==> config.mk <==
export PLATFORM = sky130hd
export DESIGN_NAME = mux1
export DESIGN_NICKNAME = d
export VERILOG_FILES = /design/src/rtl/mux1.sv
export SDC_FILE = /design/constraint.sdc
export NUM_CORES = 1
export LEC_CHECK = 0
export CORE_AREA = 3 3 40 42
export DETAILED_ROUTE_END_ITERATION = 7
export DIE_AREA = 0 0 43 45
export PLACE_DENSITY = 0.71
export SETUP_SLACK_MARGIN = 0.5
export SLEW_MARGIN = 25
export SYNTH_ARGS = -nofsm -noshare
export SYNTH_HDL_FRONTEND = slang
export SYNTH_SLANG_ARGS = --single-unit
==> constraint.sdc <==
create_clock -name clk -period 2.7 [get_ports clk]
set_input_delay 0.54 -clock clk [delete_from_list [all_inputs] [get_ports clk]]
set_output_delay 0.54 -clock clk [all_outputs]
set_load 0.1 [all_outputs]
==> src/rtl/mux1.sv <==
// 2:1 data selector with a registered copy of the result, a registered select
// and a saturating count of edges on which the select differed from its registered value.
module mux1 #(
  parameter int unsigned WIDTH = 1,
  parameter int unsigned CNT_W = 8
) (
  input  logic             clk,
  input  logic             rst,
  input  logic [WIDTH-1:0] x0,
  input  logic [WIDTH-1:0] x1,
  input  logic             s,
  output logic [WIDTH-1:0] y,
  output logic [WIDTH-1:0] y_q,
  output logic             s_q,
  output logic [CNT_W-1:0] sw_cnt
);

  logic [WIDTH-1:0] y_reg_d, y_reg_q;
  logic             s_reg_d, s_reg_q;
  logic [CNT_W-1:0] cnt_d, cnt_q;

  // Ternary keeps X-select semantics: bits where x0 and x1 agree stay known.
  assign y = s ? x1 : x0;

  always_comb begin
    y_reg_d = y;
    s_reg_d = s;
    cnt_d   = cnt_q;
    if ((s != s_reg_q) && (cnt_q != {CNT_W{1'b1}})) begin
      cnt_d = cnt_q + CNT_W'(1);
    end
  end

  always_ff @(posedge clk or posedge rst) begin
    if (rst) begin
      y_reg_q <= '0;
      s_reg_q <= 1'b0;
      cnt_q   <= '0;
    end else begin
      y_reg_q <= y_reg_d;
      s_reg_q <= s_reg_d;
      cnt_q   <= cnt_d;
    end
  end

  assign y_q    = y_reg_q;
  assign s_q    = s_reg_q;
  assign sw_cnt = cnt_q;

endmodule

Word-level counts from Yosys, hierarchy flattened
Cells that the tools add are included.
{ "totals": {"register_bits": 10, "out_inout_bits": 11, "word_cells": 8, "inputBits": 5} }
{ "op_classes": {"n_eq_ne": 2, "mux": 1, "addsub": 1, "reduce_logical": 1} }
{ "op_table": {"columns": ["op", "count"], "rows": [
  ["adder 8 x 1 -> 8 bit, second input constant", 1],
  ["inequality test 8 bit, second input constant", 1],
  ["logical AND 1 bit", 1],
  ["two-way mux 1 bit", 1],
  ["inequality test 1 bit", 1]
]} }

Logic depth before layout (Yosys ltp)
{ "depth": {"word_depth": 2, "ltp_mapped": 5} }

Least setup slack after synthesis
Ideal clock, no wire load.
{ "synth_timing": {"path_kind": "register to register", "start": "register cnt_q[4] (netlist: sw_cnt[4])", "end": "register cnt_q[1] (netlist: sw_cnt[1])", "required_ns": 2.574, "path_stages_with_launch": 5, "t_arrival_ns": 1.985, "setup_ns": 0.126, "setup_slack_ns": 0.589, "path_cell_list": "dfrtp_1 and3_2 nand3_4 o21ai_2 mux2_2"} }
{ "synth_between": {"elab_chain_len": 2} }
{ "synth_rtl": {"columns": ["item", "line_no", "rtl"], "rows": [
  ["start, declared", "20", "logic [CNT_W-1:0] cnt_d, cnt_q;"],
  ["start signal, assigned", "42", "cnt_q <= cnt_d;"],
  ["inequality test 8 bit", "29", "if ((s != s_reg_q) && (cnt_q != {CNT_W{1'b1}})) begin"],
  ["logical AND 1 bit", "29", null]
]} }
Every way passes these cells.
A chain may end at the register's enable or synchronous reset.

Final worst setup path
{ "layout_timing": {"start": "input port x0", "end": "output port y"} }
{ "layout_between": {"elab_chain_len": 1} }
{ "layout_rtl": {"columns": ["item", "line_no", "rtl"], "rows": [
  ["start, declared", "9", "input logic [WIDTH-1:0] x0,"],
  ["two-way mux 1 bit", "23", "assign y = s ? x1 : x0;"],
  ["end, declared", "12", "output logic [WIDTH-1:0] y,"]
]} }
Every way passes these cells.

==> results.sh <==
export IMPL_fillers=125
export IMPL_cp_slowest_stage_delay_ns=0.39
export IMPL_drive_above_1_share_pct=47.27
export IMPL_cts_tree="built"
export IMPL_slew_headroom_pct=74.57
export IMPL_fin_nets=62
export IMPL_multi_input_comb_area_um2=219.0
export IMPL_wirelength_um=853
export IMPL_tightestPinTransition_ns=0.3810
export IMPL_placement_io_buffers=15
export IMPL_cts_inserted_buffers=3
export IMPL_synth_cells=36
export IMPL_die_area_um2=1935
export IMPL_cts_root_buf="clkbuf_4"
export IMPL_cells_along_the_critical_path="clkdlybuf4s50_1 -> mux2_2 -> buf_12"
export IMPL_synth_net_count=42
export IMPL_synth_seq_cells=10
export IMPL_vias_per_cell=4.943
export IMPL_num_vias=346
export IMPL_totalNegativeSetupSlack_ns=0
export IMPL_initial_antenna_violation_count=0
export IMPL_die_w_um=43
export IMPL_setup_violations_final=0
export IMPL_ant_nets=0
export IMPL_finalHoldViolations=0
export IMPL_chipHeight_um=45
export IMPL_num_io_pins=16
export IMPL_fmaxAchievable_ghz=0.5144
export IMPL_cp_num_cells=3
export IMPL_gpl_final_weighted_congestion=0.6979
export IMPL_place_detailed_hpwl_um=624.9
export IMPL_fp_row_count=13
export IMPL_yosysSeqAreaShare_pct=52.91
export IMPL_grt_start_max_net_pins=11
export IMPL_drt_pre_antenna_iters=1
export IMPL_wl_per_cell_um=12.19
export IMPL_setup_worst_path_end_class="output port"
export IMPL_start_kind="input port"
export IMPL_slew_violations=0
export IMPL_timing_critical_path_buf_inv=2
export IMPL_clock_skew_final_ns=0.002798
export IMPL_grt_overflow=0
export IMPL_areaGrowthSynthToFinish_pct=40.74
export IMPL_synth_cell_types=20
export IMPL_initial_core_util_pct=36.81
export IMPL_min_delay_path_class="in -> reg"
export IMPL_worstPathRequired_ns=2.16
export IMPL_ys_warnings_count=0
export IMPL_ff2ff_path_depth=4
export IMPL_detailedRoute_firstIterationViolations=0
export IMPL_fin_crit_ns=1.944
export IMPL_grt_pass1_vias=323
export IMPL_core_area_um2=1285
export IMPL_post_route_drc_count=0
export IMPL_cts_max_level=1
export IMPL_arrival_ns=1.40
export IMPL_cts_hold_bufs=0
export IMPL_clkSinkCount=10
export IMPL_run_status="completed"
export IMPL_final_min_period_over_clock_period_pct=72.00
export IMPL_clk_pin_slew_ns=0.07
export IMPL_cts_path_max_buffers=2
export IMPL_grt_util_all_layers_pct=9.259
export IMPL_area_sequential_um2=250.2
export IMPL_grt_setup_unrepaired="no"
export IMPL_clkLatencyLatePin_ns=0.26
export IMPL_worst_setup_path_type="in -> out"
export IMPL_slowest_stage="clkdlybuf4s50_1"
export IMPL_synth_cell_area_um2=473.0
export IMPL_insertedDiodeCount=0
export IMPL_critical_path_top_delay_family="buffers and inverters"
export IMPL_global_route_wire_length_before_repair_um=1324
export IMPL_timing_hold_worst_path_depth=1
export IMPL_timing_critical_path_fanout_max=2
export IMPL_timing_max_cap_violations=0
export IMPL_syn_mean_instance_area_um2=13.14
logic make-up (layout without fill, tap and decap cells):
family	count (synthesis)	count (layout)	synth area share [%]
flops	10	10	52.91
simple gates	9	9	15.08
xor+xnor	4	4	8.997
mux	2	2	4.762
buf+inv	1	20	0.7929
fa+ha+maj	1	1	2.645
compound gates	9	9	14.81
final timing paths:
| path | slack, ns | endpoint | startpoint |
|---|---|---|---|
| min in group asynchronous | 0.55 | y_q | rst |
| worst min-delay path | 0.50 | s_q | s |
| max in group asynchronous | 1.88 | sw_cnt[2] | rst |
| worst max register to register | 1.24 | sw_cnt[1] | sw_cnt[3] |
| worst min register to register | 0.53 | sw_cnt[5] | sw_cnt[5] |
| worst max-delay path | 0.76 | y | x0 |
sequential cells by signal, indices dropped and copies added (netlist names):
name,flops
sw_cnt,8
s_q,1
y_q,1
cells in the mapped netlist:
library cell | count | area [um2]
and4_4 | 1 | 11.26
o22a_2 | 1 | 10.01
mux2_2 | 2 | 22.52
xor2_1 | 1 | 8.760
o21ai_2 | 1 | 8.760
a31oi_1 | 2 | 12.51
xnor2_1 | 2 | 17.52
ha_1 | 1 | 12.51
nand3_1 | 1 | 5.000
inv_1 | 1 | 3.750
nand2_1 | 2 | 7.510
a41oi_1 | 1 | 8.760
xor2_2 | 1 | 16.27
o21a_4 | 1 | 15.01
a21oi_1 | 3 | 15.01
nor2b_1 | 1 | 6.260
nand3_4 | 1 | 17.52
and3_2 | 2 | 15.01
and2b_2 | 1 | 8.760
dfrtp_1 | 10 | 250.2
area by class of cell:
cell class                 instances  area share, %
multi-input combinational         25          32.89
inverter                           1         0.5639
sequential                        10          37.59
timing repair buffer              15          20.68
clock buffer                       4          5.451
tap                               15          2.820
through the flow:
step / util [%] / hold WS (ns) / worst slack, ns / area [um2] / instances
final: 51.80 / 0.4980 / 0.7559 / 665.6 / 70
after CTS: 51.61 / 0.5376 / 0.5044 / 663.1 / 70
after global routing: 51.80 / 0.4948 / 0.7344 / 665.6 / 70
after detailed placement: 48.78 / 0.5298 / 0.5044 / 626.9 / 66
after global placement: 48.78 / 0.5212 / 0.5080 / 626.9 / 66
after floorplan: - / 0.3802 / 0.5893 / 473.0 / 36
worst reg2reg max path, stage by stage, from the launching register on:
cell and delay, ns:
dfrtp_1 0.44, and3_2 0.27, nand3_4 0.12, o21ai_2 0.18, mux2_2 0.35
cells in the final DEF, fill, tap and decap left out, types with 2 or more instances in the layout:
cell type        synthesis  routed
a21oi_1                  3       3
a31oi_1                  2       2
clkdlybuf4s50_1          0       3
clkbuf_4                 0       3
buf_4                    0      10
mux2_2                   2       2
xnor2_1                  2       2
nand2_1                  2       2
dfrtp_1                 10      10
and3_2                   2       2
per-layer routing:
layer / vias to the layer above / GRT usage, % / routed length, um
li1: 169 / - / -
met2: 15 / 15.57 / 378
met5: - / 0 / 0
met3: 0 / 3.984 / 84
met1: 162 / 10.45 / 391
met4: 0 / 3.614 / 0
repair_timing:
item                                    4_1_cts  5_1_grt
hold endpoints to repair                      0        0
endpoints found under the setup margin        0        1
resized for setup                             0        1
buffers inserted                              0        0
Power is not shown: default switching activity piles up to over one toggle a cycle in this logic, so the estimate is an artifact.
==> edit 1, RTL diff (same settings) <==
Add an input register stage for `x0`, `x1` and `s`; this delays them by one clock.
--- a/src/rtl/mux1.sv
+++ b/src/rtl/mux1.sv
@@ -16,4 +16,14 @@
 );
 
+  logic [WIDTH-1:0] x0_q;
+  logic [WIDTH-1:0] x1_q;
+  logic s_r;
+
+  always_ff @(posedge clk) begin
+    x0_q <= x0;
+    x1_q <= x1;
+    s_r  <= s;
+  end
+
   logic [WIDTH-1:0] y_reg_d, y_reg_q;
   logic             s_reg_d, s_reg_q;
@@ -21,11 +31,11 @@
 
   // Ternary keeps X-select semantics: bits where x0 and x1 agree stay known.
-  assign y = s ? x1 : x0;
+  assign y = s_r ? x1_q : x0_q;
 
   always_comb begin
     y_reg_d = y;
-    s_reg_d = s;
+    s_reg_d = s_r;
     cnt_d   = cnt_q;
-    if ((s != s_reg_q) && (cnt_q != {CNT_W{1'b1}})) begin
+    if ((s_r != s_reg_q) && (cnt_q != {CNT_W{1'b1}})) begin
       cnt_d = cnt_q + CNT_W'(1);
     end
Check against the original RTL: not equivalent (Yosys sat finds a counterexample within 4 cycles, from zero or initial values and one cycle with rst high).
==> edit 1 against the original RTL <==
Setup slack better by 130 ps. Area after synthesis up 13%. Critical path type is now reg -> out. Via count up 5.5%. Routed wire length down 3.4%. Highest routed layer is now met4. Largest cell class unchanged. Sequential cell count up 3. Design area up 5.3%.
Power is not shown: default switching activity piles up to over one toggle a cycle in this logic, so the estimate is an artifact.
==> edit 1: results (changes against the original RTL) <==
synthesis:
  syn-num-nets: 45  # was 42
  synthXorXnorAreaFrac_pct: 7.981  # was 8.995%
  yosysWarnings: 0  # unchanged
  avgSynthCellArea_um2: 13.67  # was 13.14 um2
  synth.area.top_cells: "dfrtp_1 47%, dfxtp_1 11%, mux2_2 4.2%"  # was dfrtp_1 53%, mux2_2 4.8%, nand3_4 3.7%
  async_reset_ff_share_pct: 76.92  # was 100.0%
  yosysSeqAreaShare_pct: 58.22  # was 52.91%
  synth_cell_type_count: 21  # was 20
  synth_mux_area_share_pct: 4.225  # was 4.762%
  synth_commonest_cells: "10 x dfrtp_1, 3 x a21oi_1, 3 x dfxtp_1"  # was 10 x dfrtp_1, 3 x a21oi_1
  synth_adder_area_share_pct: 2.347  # was 2.646%
  synth_compound_area_share_pct: 13.15  # was 14.81%
worst_setup_path:
  rr_worst_depth: 4  # unchanged
  endpoint: "y"  # unchanged
  reg2reg_from: "sw_cnt[3]$_DFFE_PP0P_"  # unchanged
  cp.arrival_ps: 1270  # was 1400 ps
  path_max_fanout: 3  # was 2
  crit_start: "s_r$_DFF_P_"  # was x0
  slowest_stage: "dfxtp_1"  # was clkdlybuf4s50_1
  crit_family: "flip-flops"  # was buffers and inverters
outcome:
  status: "complete, no violations"  # unchanged
grt:
  grt_pass1_vias: 348  # was 323
  track_usage_pct: 10.62  # was 9.259%
  grt_pass1_wl_um: 1497  # was 1324 um
  grt_overflow: 0  # unchanged
  grt_max_degree: 11  # unchanged
  antenna_found_initial: 0  # unchanged
clock_tree:
  post_cts_buffers: 0  # unchanged
  root_buffer: "clkbuf_4"  # unchanged
  clock_latency_ps: 270
  cts_resized: 0  # unchanged
  clockBufferDepth: 2  # unchanged
  numCtsBuffers: 3  # unchanged
final_layout:
  nets: 65  # was 62
  largest_register_ffs: 8  # unchanged
  drive_gt1_share_pct: 43.10  # was 47.27%
  fillers: 123  # was 125
  num_antenna_cells: 0  # unchanged
hold_path:
  min_path_type: "reg -> reg"  # was in -> reg
  hold_start: "s_r$_DFF_P_"  # was s
placed_design:
  dp_hpwl_um: 640  # was 624.9 um
  port_buffers: 15  # unchanged
  placed_area_um2: 674.4  # was 626.9 um2
  post-place-ws_ps: 1176  # was 504.4 ps
  placedCellCount: 69  # was 66
  gp_congestion: 0.6891  # was 0.6979
sta:
  slew_headroom_pct: 75.29  # was 74.57%
  finalCritPeriodShare_pct: 67.05  # was 72.00%
  clock_skew_ps: 1.813  # was 2.798 ps
drt:
  routed_wl_um: 824  # was 853 um
  vias_per_cell: 5.000  # was 4.943
  firstDrtPassIters: 1  # unchanged
  wl_per_cell_um: 11.29  # was 12.19 um
## edit 1: cell types whose count changed in the layout (fill, tap and decap cells not counted)
cell / delta
clkbuf_8: -1
clkdlybuf4s50_1: +1
buf_12: -1
dlymetal6s2s_1: -1
dfxtp_1: +3
buf_4: +1
clkbuf_1: +1
## edit 1: cell families (layout without fill, tap and decap cells)
| kind of cell | Yosys count | count (layout) |
|---|---|---|
| adder cells (fa/ha/maj) | 1 | 1 |
| flip-flops | 13 | 13 |
| AND/OR/NAND/NOR | 9 | 9 |
| XOR/XNOR | 4 | 4 |
| buffers and inverters | 1 | 20 |
| multiplexers | 2 | 2 |
| AO/OA/AOI/OAI | 9 | 9 |
## edit 1: how the worst min path moves through the flow
stage / to / slack [ps] / depth (start not counted)
CTS: s_q$_DFF_PP0_ / 410 / 0
detailed placement: s_q$_DFF_PP0_ / 400 / 0
floorplan: s_q$_DFF_PP0_ / 380 / 1
global placement: s_q$_DFF_PP0_ / 390 / 0
finish: s_q$_DFF_PP0_ / 410 / 0
global route: s_q$_DFF_PP0_ / 430 / 0
## edit 1: layer usage
layer	vias to the layer above	track usage (%)	share of wire (%)	wire length, um
li1	176	-	-	-
met1	175	12.50	43	351
met2	12	16.17	48	397
met3	2	3.984	8.0	66
met4	0	7.229	1.1	9
met5	-	0	0	0
## edit 1: final cells by class
cell class / count / area, um2 / share of cell area [%]
flip-flops and latches: 13 / 310.3 / 44.29
well taps: 15 / 18.77 / 2.679
clock buffers: 4 / 26.28 / 3.750
inverters: 1 / 3.754 / 0.5357
multi-input cells: 25 / 219.0 / 31.25
repair buffers: 15 / 122.6 / 17.50
==> edit 2, RTL diff (config.mk and constraints unchanged) <==
Made on the original files. The parameter `CNT_W` goes from 8 to 6.
--- a/src/rtl/mux1.sv
+++ b/src/rtl/mux1.sv
@@ -3,5 +3,5 @@
 module mux1 #(
   parameter int unsigned WIDTH = 1,
-  parameter int unsigned CNT_W = 8
+  parameter int unsigned CNT_W = 6
 ) (
   input  logic             clk,
Interface: changed (resized sw_cnt); port bits go from 16 to 14. No check against the original RTL was run, so the function may have changed too.
==> edit 2 against the original RTL <==
Sequential cell count is 2 lower. Register-to-register slack better by 20 ps. Sequential share of layout area is 0.98 points lower. Area after synthesis is 19% lower. Highest routed layer unchanged. Setup slack worse by 8.6 ps. Routed wire length is 22% lower. Design area is 18% lower.
Power is left out: the tool's default activity adds up to more than one toggle a clock period on the data nets, which glitch-free logic cannot reach.
==> edit 2: results (changes against the original RTL) <==
grt:
  grt_max_degree: 9  # was 11
  track_usage_pct: 8.579  # was 9.259%
  grt_pass1_vias: 275  # was 323
  grt_pass1_wl_um: 1179  # was 1324 um
placed_design:
  placed_area_um2: 521.8  # was 626.9 um2
  dp_hpwl_um: 511.9  # was 624.9 um
  gp_congestion: 0.7382  # was 0.6979
  port_buffers: 13  # was 15
  post-place-ws_ps: 504.5  # was 504.4 ps
  placedCellCount: 58  # was 66
synthesis:
  yosysSeqAreaShare_pct: 52.29  # was 52.91%
  synth_cell_type_count: 18  # was 20
  syn-num-nets: 36  # was 42
  synth.area.top_cells: "dfrtp_1 52%, mux2_1 5.9%, mux2_2 5.9%"  # was dfrtp_1 53%, mux2_2 4.8%, nand3_4 3.7%
  synth_commonest_cells: "8 x dfrtp_1, 3 x nand2_1, 2 x mux2_1, 2 x mux2_2, 2 x xnor2_1"  # was 10 x dfrtp_1, 3 x a21oi_1
  avgSynthCellArea_um2: 12.76  # was 13.14 um2
clock_tree:
  numCtsBuffers: 3  # unchanged
  clkSlewWorstSetupHoldPaths_ps: 50  # was 70 ps
sta:
  worst_slew_pin_slew_ps: 314.8  # was 381.0 ps
  clock_skew_ps: 4.795  # was 2.798 ps
final_layout:
  instances_no_fill: 61  # was 70
  nets: 54  # was 62
  drive_gt1_share_pct: 41.30  # was 47.27%
  largest_register_ffs: 6  # was 8
drt:
  wl_per_cell_um: 10.90  # was 12.19 um
  firstDrtPassIters: 4  # was 1
  drtIter0Drc: 1  # was 0
outcome:
  status: "complete, no violations"  # unchanged
edit 2: cell count changes in the layout (fill, tap and decap cells not counted), moves of 2 or more:
| cell | before | now |
|---|---|---|
| and3_2 | 2 | 0 |
| a21oi_1 | 3 | 1 |
| a31oi_1 | 2 | 0 |
| buf_4 | 10 | 8 |
| dfrtp_1 | 10 | 8 |
| mux2_1 | 0 | 2 |
edit 2: worst register-to-register path, stage by stage (launching register included):
cell	delay, ps
dfrtp_1	420
ha_1	250
nand2_1	100
o21ai_2	200
mux2_2	350
edit 2: cell type report:
cell class	instances	area (um2)	area share (%)
flip-flops and latches	8	200.2	36.61
repair buffers	13	122.6	22.43
clock buffers	3	22.52	4.119
well taps	15	18.77	3.432
inverters	1	3.754	0.6865
multi-input cells	21	178.9	32.72
edit 2: worst paths after layout:
check / from / endpoint / depth (start not counted) / slack, ps
max: x1 / y / 3 / 750
min: s / s_q$_DFF_PP0_ / 1 / 510
max reg2reg: sw_cnt[0]$_DFFE_PP0P_ / sw_cnt[1]$_DFFE_PP0P_ / 4 / 1260
min reg2reg: sw_cnt[3]$_DFFE_PP0P_ / sw_cnt[3]$_DFFE_PP0P_ / 1 / 530
max in group asynchronous: rst / sw_cnt[1]$_DFFE_PP0P_ / 2 / 1930
min in group asynchronous: rst / sw_cnt[3]$_DFFE_PP0P_ / 2 / 530
edit 2: logic make-up after synthesis:
group	Yosys count	share of synthesized area (%)
buffers and inverters	1	0.9795
AOI/OAI and AO/OA	4	8.170
adders and majority gates	1	3.267
muxes	4	11.76
and+or+nand+nor	9	14.71
xor gates and xnor gates	3	8.826
DFF	8	52.29
edit 2: layer usage:
metal	track usage, %	part of all wire, %
met3	6.773	12
met4	1.807	0
met5	0	0
met2	12.57	41
met1	9.926	47
